**src/rtl/sr_cmd_sequencer_pkg.sv**
```systemverilog
`default_nettype none
// +----------------------------------------------------------------------+
// | Module   : sr_cmd_sequencer_pkg                                      |
// | Purpose  : Shared FSM state encoding and default parameter values    |
// |            for the SR command sequencer and its input debouncers.    |
// | Ports    : none (package)                                            |
// | Revision : 1.0 - initial release                                     |
// +----------------------------------------------------------------------+
`ifndef SR_CMD_SEQUENCER_PKG_SV
`define SR_CMD_SEQUENCER_PKG_SV

package sr_cmd_sequencer_pkg;

    typedef enum logic [1:0] {
        ST_IDLE    = 2'd0,
        ST_PULSE_S = 2'd1,
        ST_PULSE_R = 2'd2,
        ST_GAP     = 2'd3
    } state_e;

    localparam int unsigned DEF_DEBOUNCE_CYCLES    = 4;
    localparam int unsigned DEF_PULSE_WIDTH        = 2;
    localparam int unsigned DEF_RESET_PRIORITY     = 1;
    localparam int unsigned DEF_SUPPRESS_REDUNDANT = 1;

endpackage

`endif
`default_nettype wire

```
**src/rtl/sr_cmd_sequencer_debounce_sync.sv**
```systemverilog
`default_nettype none
// +----------------------------------------------------------------------+
// | Module   : sr_debounce_sync                                          |
// | Purpose  : 2-flop synchronizer, debounce counter, stable level and   |
// |            one-cycle rising-edge pulse for one raw request line.     |
// | Ports    : clock  - system clock                                     |
// |            reset  - asynchronous active-high reset                   |
// |            raw_i  - raw asynchronous, bouncy input                   |
// |            rise_o - one-cycle pulse when the stable level goes 0->1  |
// | Revision : 1.0 - initial release                                     |
// +----------------------------------------------------------------------+
module sr_debounce_sync
    import sr_cmd_sequencer_pkg::*;
#(
    parameter int unsigned DEBOUNCE_CYCLES = DEF_DEBOUNCE_CYCLES
) (
    input  logic clock,
    input  logic reset,
    input  logic raw_i,
    output logic rise_o
);

    localparam int unsigned            CW       = $clog2(DEBOUNCE_CYCLES + 1);
    // The counter value seen on the edge that completes the hold period.
    localparam logic [CW-1:0]          CNT_LAST = CW'(DEBOUNCE_CYCLES - 1);

    logic          sync1_q;
    logic          sync2_q;
    logic          stable_q;
    logic          armed_q;
    logic          rise_q;
    logic [CW-1:0] cnt_q;

    always_ff @(posedge clock or posedge reset) begin
        if (reset) begin
            sync1_q  <= 1'b0;
            sync2_q  <= 1'b0;
            stable_q <= 1'b0;
            armed_q  <= 1'b0;
            rise_q   <= 1'b0;
            cnt_q    <= '0;
        end else begin
            sync1_q <= raw_i;
            sync2_q <= sync1_q;
            rise_q  <= 1'b0;
            if (!armed_q) begin
                // After reset the line must be seen released for a full
                // debounce period before presses count, so a button held
                // through reset does not produce a fresh command.
                if (sync2_q) begin
                    cnt_q <= '0;
                end else if (cnt_q == CNT_LAST) begin
                    armed_q <= 1'b1;
                    cnt_q   <= '0;
                end else begin
                    cnt_q <= cnt_q + CW'(1);
                end
            end else if (sync2_q != stable_q) begin
                if (cnt_q == CNT_LAST) begin
                    stable_q <= sync2_q;
                    rise_q   <= sync2_q;
                    cnt_q    <= '0;
                end else begin
                    cnt_q <= cnt_q + CW'(1);
                end
            end else begin
                cnt_q <= '0;
            end
        end
    end

    assign rise_o = rise_q;

endmodule
`default_nettype wire

```
**src/rtl/sr_cmd_sequencer.sv**
```systemverilog
`default_nettype none
// +----------------------------------------------------------------------+
// | Module   : sr_cmd_sequencer                                          |
// | Purpose  : Turns raw set/reset requests into clean, mutually         |
// |            exclusive S/R pulses for a gated SR flip-flop and keeps a |
// |            shadow copy of the expected Q.                            |
// | Ports    : clock, reset (async, active-high)                         |
// |            set_btn, reset_btn - raw asynchronous requests            |
// |            S, R      - registered command pulses                     |
// |            busy      - pulse or gap in progress                      |
// |            conflict  - both requests pending in one IDLE cycle       |
// |            q_state   - shadow of the flip-flop Q                     |
// | Revision : 1.0 - initial release                                     |
// +----------------------------------------------------------------------+
module sr_cmd_sequencer
    import sr_cmd_sequencer_pkg::*;
#(
    parameter int unsigned DEBOUNCE_CYCLES    = DEF_DEBOUNCE_CYCLES,
    parameter int unsigned PULSE_WIDTH        = DEF_PULSE_WIDTH,
    parameter int unsigned RESET_PRIORITY     = DEF_RESET_PRIORITY,
    parameter int unsigned SUPPRESS_REDUNDANT = DEF_SUPPRESS_REDUNDANT
) (
    input  logic clock,
    input  logic reset,
    input  logic set_btn,
    input  logic reset_btn,
    output logic S,
    output logic R,
    output logic busy,
    output logic conflict,
    output logic q_state
);

    localparam int unsigned     PW_W    = $clog2(PULSE_WIDTH + 1);
    localparam logic [PW_W-1:0] PW_LAST = PW_W'(PULSE_WIDTH);
    localparam logic            C_RPRI  = (RESET_PRIORITY != 0);
    localparam logic            C_SUPP  = (SUPPRESS_REDUNDANT != 0);

    logic            w_set_rise;
    logic            w_rst_rise;
    logic            w_req_s;
    logic            w_req_r;
    logic            w_win_s;
    logic            w_win_r;
    logic            w_go_s;
    logic            w_go_r;

    state_e          state_q;
    logic [PW_W-1:0] pcnt_q;
    logic            pend_s_q;
    logic            pend_r_q;
    logic            s_q;
    logic            r_q;
    logic            busy_q;
    logic            conflict_q;
    logic            qstate_q;

    sr_debounce_sync #(.DEBOUNCE_CYCLES(DEBOUNCE_CYCLES)) u_set_db (
        .clock  (clock),
        .reset  (reset),
        .raw_i  (set_btn),
        .rise_o (w_set_rise)
    );

    sr_debounce_sync #(.DEBOUNCE_CYCLES(DEBOUNCE_CYCLES)) u_rst_db (
        .clock  (clock),
        .reset  (reset),
        .raw_i  (reset_btn),
        .rise_o (w_rst_rise)
    );

    // A rise in the same cycle counts as pending, so an accepted edge is
    // served on the very next clock without an extra flag stage.
    assign w_req_s = pend_s_q | w_set_rise;
    assign w_req_r = pend_r_q | w_rst_rise;

    // Arbitration first, then suppression of a winner that would not
    // change Q. The loser of a conflict is dropped either way.
    assign w_win_s = w_req_s & (~w_req_r | ~C_RPRI);
    assign w_win_r = w_req_r & (~w_req_s |  C_RPRI);
    assign w_go_s  = w_win_s & ~(C_SUPP &  qstate_q);
    assign w_go_r  = w_win_r & ~(C_SUPP & ~qstate_q);

    always_ff @(posedge clock or posedge reset) begin
        if (reset) begin
            state_q    <= ST_IDLE;
            pcnt_q     <= '0;
            pend_s_q   <= 1'b0;
            pend_r_q   <= 1'b0;
            s_q        <= 1'b0;
            r_q        <= 1'b0;
            busy_q     <= 1'b0;
            conflict_q <= 1'b0;
            qstate_q   <= 1'b0;
        end else begin
            conflict_q <= 1'b0;
            // While busy, new edges merge into the pending flags.
            pend_s_q   <= pend_s_q | w_set_rise;
            pend_r_q   <= pend_r_q | w_rst_rise;
            case (state_q)
                ST_IDLE: begin
                    pend_s_q   <= 1'b0;
                    pend_r_q   <= 1'b0;
                    conflict_q <= w_req_s & w_req_r;
                    if (w_go_s) begin
                        state_q  <= ST_PULSE_S;
                        s_q      <= 1'b1;
                        busy_q   <= 1'b1;
                        qstate_q <= 1'b1;
                        pcnt_q   <= PW_W'(1);
                    end else if (w_go_r) begin
                        state_q  <= ST_PULSE_R;
                        r_q      <= 1'b1;
                        busy_q   <= 1'b1;
                        qstate_q <= 1'b0;
                        pcnt_q   <= PW_W'(1);
                    end
                end
                ST_PULSE_S, ST_PULSE_R: begin
                    if (pcnt_q == PW_LAST) begin
                        state_q <= ST_GAP;
                        s_q     <= 1'b0;
                        r_q     <= 1'b0;
                        pcnt_q  <= '0;
                    end else begin
                        pcnt_q <= pcnt_q + PW_W'(1);
                    end
                end
                ST_GAP: begin
                    state_q <= ST_IDLE;
                    busy_q  <= 1'b0;
                end
                default: begin
                    state_q <= ST_IDLE;
                    s_q     <= 1'b0;
                    r_q     <= 1'b0;
                    busy_q  <= 1'b0;
                end
            endcase
        end
    end

    assign S        = s_q;
    assign R        = r_q;
    assign busy     = busy_q;
    assign conflict = conflict_q;
    assign q_state  = qstate_q;

endmodule
`default_nettype wire

```
**config.mk**
```make
export PLATFORM = sky130hd
export DESIGN_NAME = sr_cmd_sequencer
export DESIGN_NICKNAME = d
export VERILOG_FILES = /design/src/rtl/sr_cmd_sequencer_pkg.sv /design/src/rtl/sr_cmd_sequencer_debounce_sync.sv /design/src/rtl/sr_cmd_sequencer.sv
export SDC_FILE = /design/constraint.sdc
export NUM_CORES = 1
export LEC_CHECK = 0
export ABC_CLOCK_PERIOD_IN_PS = 2900
export BUFFER_PORTS_ARGS = -buffer_cell sky130_fd_sc_hd__buf_2
export CORE_AREA = 2 2 45 47
export CTS_BUF_LIST = sky130_fd_sc_hd__clkbuf_4 sky130_fd_sc_hd__clkbuf_8
export DETAILED_ROUTE_END_ITERATION = 10
export DIE_AREA = 0 0 47 49
export PLACE_DENSITY_LB_ADDON = 0.1
export SLEW_MARGIN = 40
export SYNTH_ARGS = -nofsm -noshare
export SYNTH_HDL_FRONTEND = slang
export SYNTH_SLANG_ARGS = --single-unit
```
**constraint.sdc**
```tcl
create_clock -name clock -period 2.9 [get_ports clock]
set_input_delay 0.58 -clock clock [delete_from_list [all_inputs] [get_ports clock]]
set_output_delay 0.58 -clock clock [all_outputs]
set_load 0.1 [all_outputs]
```
==> metrics <==
setup bufs post-CTS=0; Total Routed Length=1620 µm; HPWL after DPL=1190 µm; Worst-path clk slew=0.13 ns; number of placement rows=16; CTS Buf Count=3; largest net degree at the start of global routing=28; Gate Count Post-Synth=97; worst-path fanout max=7; die span in y=49 µm; synthesized flop and latch total=27; ys async rst share=1.00; vias in the first global route=659; routed len/inst=12.2 µm; antenna violations before repair=0; Die Span X=47 µm; crit path DAT=1.26 ns; Yosys cell types=34; initial core utilization=0.621; Crit Path Class=reg2out; min Tclk post-route=1.84 ns; I/O Buffers=8; leakage=0.000609 µW; Synth Warn #=0; Clock Skew=0.00237 ns; final instance area=1230 µm²; startpoint class of the critical path=register; post-synth top area cell=dfrtp_1; GRT Util Overall=0.169; post-synthesis sequential area ratio=0.591; Hold Buf Count CTS=0; Post-Syn Area=1140 µm²; DRT iter0 DRCs=7; post-route ant nets=0; ANT cells=0; Final Core Density=0.667; CP top delay family=flip-flops; PD cells=1120 nW/µm²; Via Count=728; fin crit share=0.636; syn nets=105; worst path bufs/invs=1; Commonest cells post-synth=dfrtp_1, nand2_1, inv_1; global placement routability congestion=0.837; R2R Setup Slk=1.20 ns; Max Slew Vio Count=0; Post-synth EDFFs=0; share of cells above drive strength 1=0.151; post-CTS sizing=0; worst stage delay on the critical path=0.48 ns; CTS root buf=clkbuf_4; main area contributors after synthesis=dfrtp_1, ha_1, nand2_1, and3_1, nor2b_1; leading cell type by number of instances after synthesis=dfrtp_1; htree depth=1; CTS Buffer Depth=2; area grow syn2layout=7.44%; maximum vdd drop=574 µV; placed cell areas=1200 µm²; RSZ-0062 raised after global routing=false; status=finished, final reports clean; worst slew pin tran=0.560 ns; first drt pass iteration count=4; Mean Syn Cell Area=11.8 µm²; FMAX=542 MHz; Vias/cell=5.47; Synth top area share=0.591; CP max-delay cell=dfrtp_1; maxcap violations=0; CTS tree=done; clk_lat worst skew=0.32 ns; Final nets=115; drt drc=0; Hold Crit Class=in2async; Overflow after GRT=0; first-pass GRT wire length=2770 µm; Final Hold Vio Count=0; final setup violation count=0; Top Ports=9; Final TNS setup=0 ns; Slew HR=0.623; core box area=1840 µm²; CTS Sinks=27; Main synth FF type=dfrtp_1; Critical Path RT=2.32 ns; CP Capture Type=primary output; worst path cell trace=buf_2; Die ar.=2300 µm²
==> path summary, 6_finish.rpt <==
path / startpoint / end / cells past startpoint
hold / removal: reset / u_set_db.sync1_q / 2
hold reg to reg: u_set_db.sync1_q / u_set_db.sync2_q / 0
setup / recovery: q_state / q_state / 1
min in group clock: set_btn / u_set_db.sync1_q / 1
setup reg to reg: state_q[0] / state_q[0] / 6
max in group asynchronous: reset / pcnt_q[0] / 2
==> cell usage in the layout, fill, tap and decap left out, drive strengths merged, types with 3 or more instances in the layout <==
cell and n:
nor2 5, nand2b 3, dfrtp 27, and3 4, nand2 8, inv 6, clkbuf 4, ha 4
o21ai 4, buf 8, nor2b 4
==> area by class of cell <==
type	instances	area, µm²
Sequential cell	27	676
Fill cell	150	613
Multi-Input combinational cell	61	427
Timing Repair Buffer	8	40.0
Tap cell	27	33.8
Clock buffer	4	30.0
Inverter	6	22.5
==> cell families after synthesis <==
logic type,after synthesis,synth area share
AOI/OAI and AO/OA,21,0.135
xor gates and xnor gates,2,0.0153
DFF,27,0.591
and+or+nand+nor,30,0.142
adders and majority gates,4,0.0438
muxes,4,0.0372
buffers and inverters,9,0.0361
==> state kept, by name, indices dropped and copies added (netlist names), 2 cells and up <==
name            flops
pcnt_q              2
state_q             2
u_rst_db.cnt_q      3
u_set_db.cnt_q      3
==> metal layers <==
| layer | track usage | wire [µm] | up-vias |
|---|---|---|---|
| met2 | 0.249 | 785 | 21 |
| met5 | 0 | 0 | - |
| met4 | 0.120 | 51 | 0 |
| li1 | - | - | 355 |
| met3 | 0.0259 | 45 | 5 |
| met1 | 0.221 | 736 | 347 |
==> where the power goes <==
group	switching (µW)	leakage (µW)	internal, µW
logic	433	0.000249	230
registers	65.5	0.000342	489
clock network	100	0.0000184	63.2
total	598	0.000609	782
==> through the flow <==
step	power, µW	hold slack (ns)	setup WS (ns)	instances
2_1_floorplan	1120	0.331	1.20	97
5_1_grt	1490	0.328	0.994	133
6_report	1380	0.278	1.06	133
3_5_place_dp	1230	0.347	1.24	129
3_3_place_gp	1210	0.332	1.32	129
4_1_cts	1390	0.282	1.04	133
Note: power is estimated with default switching activity, not from simulation.
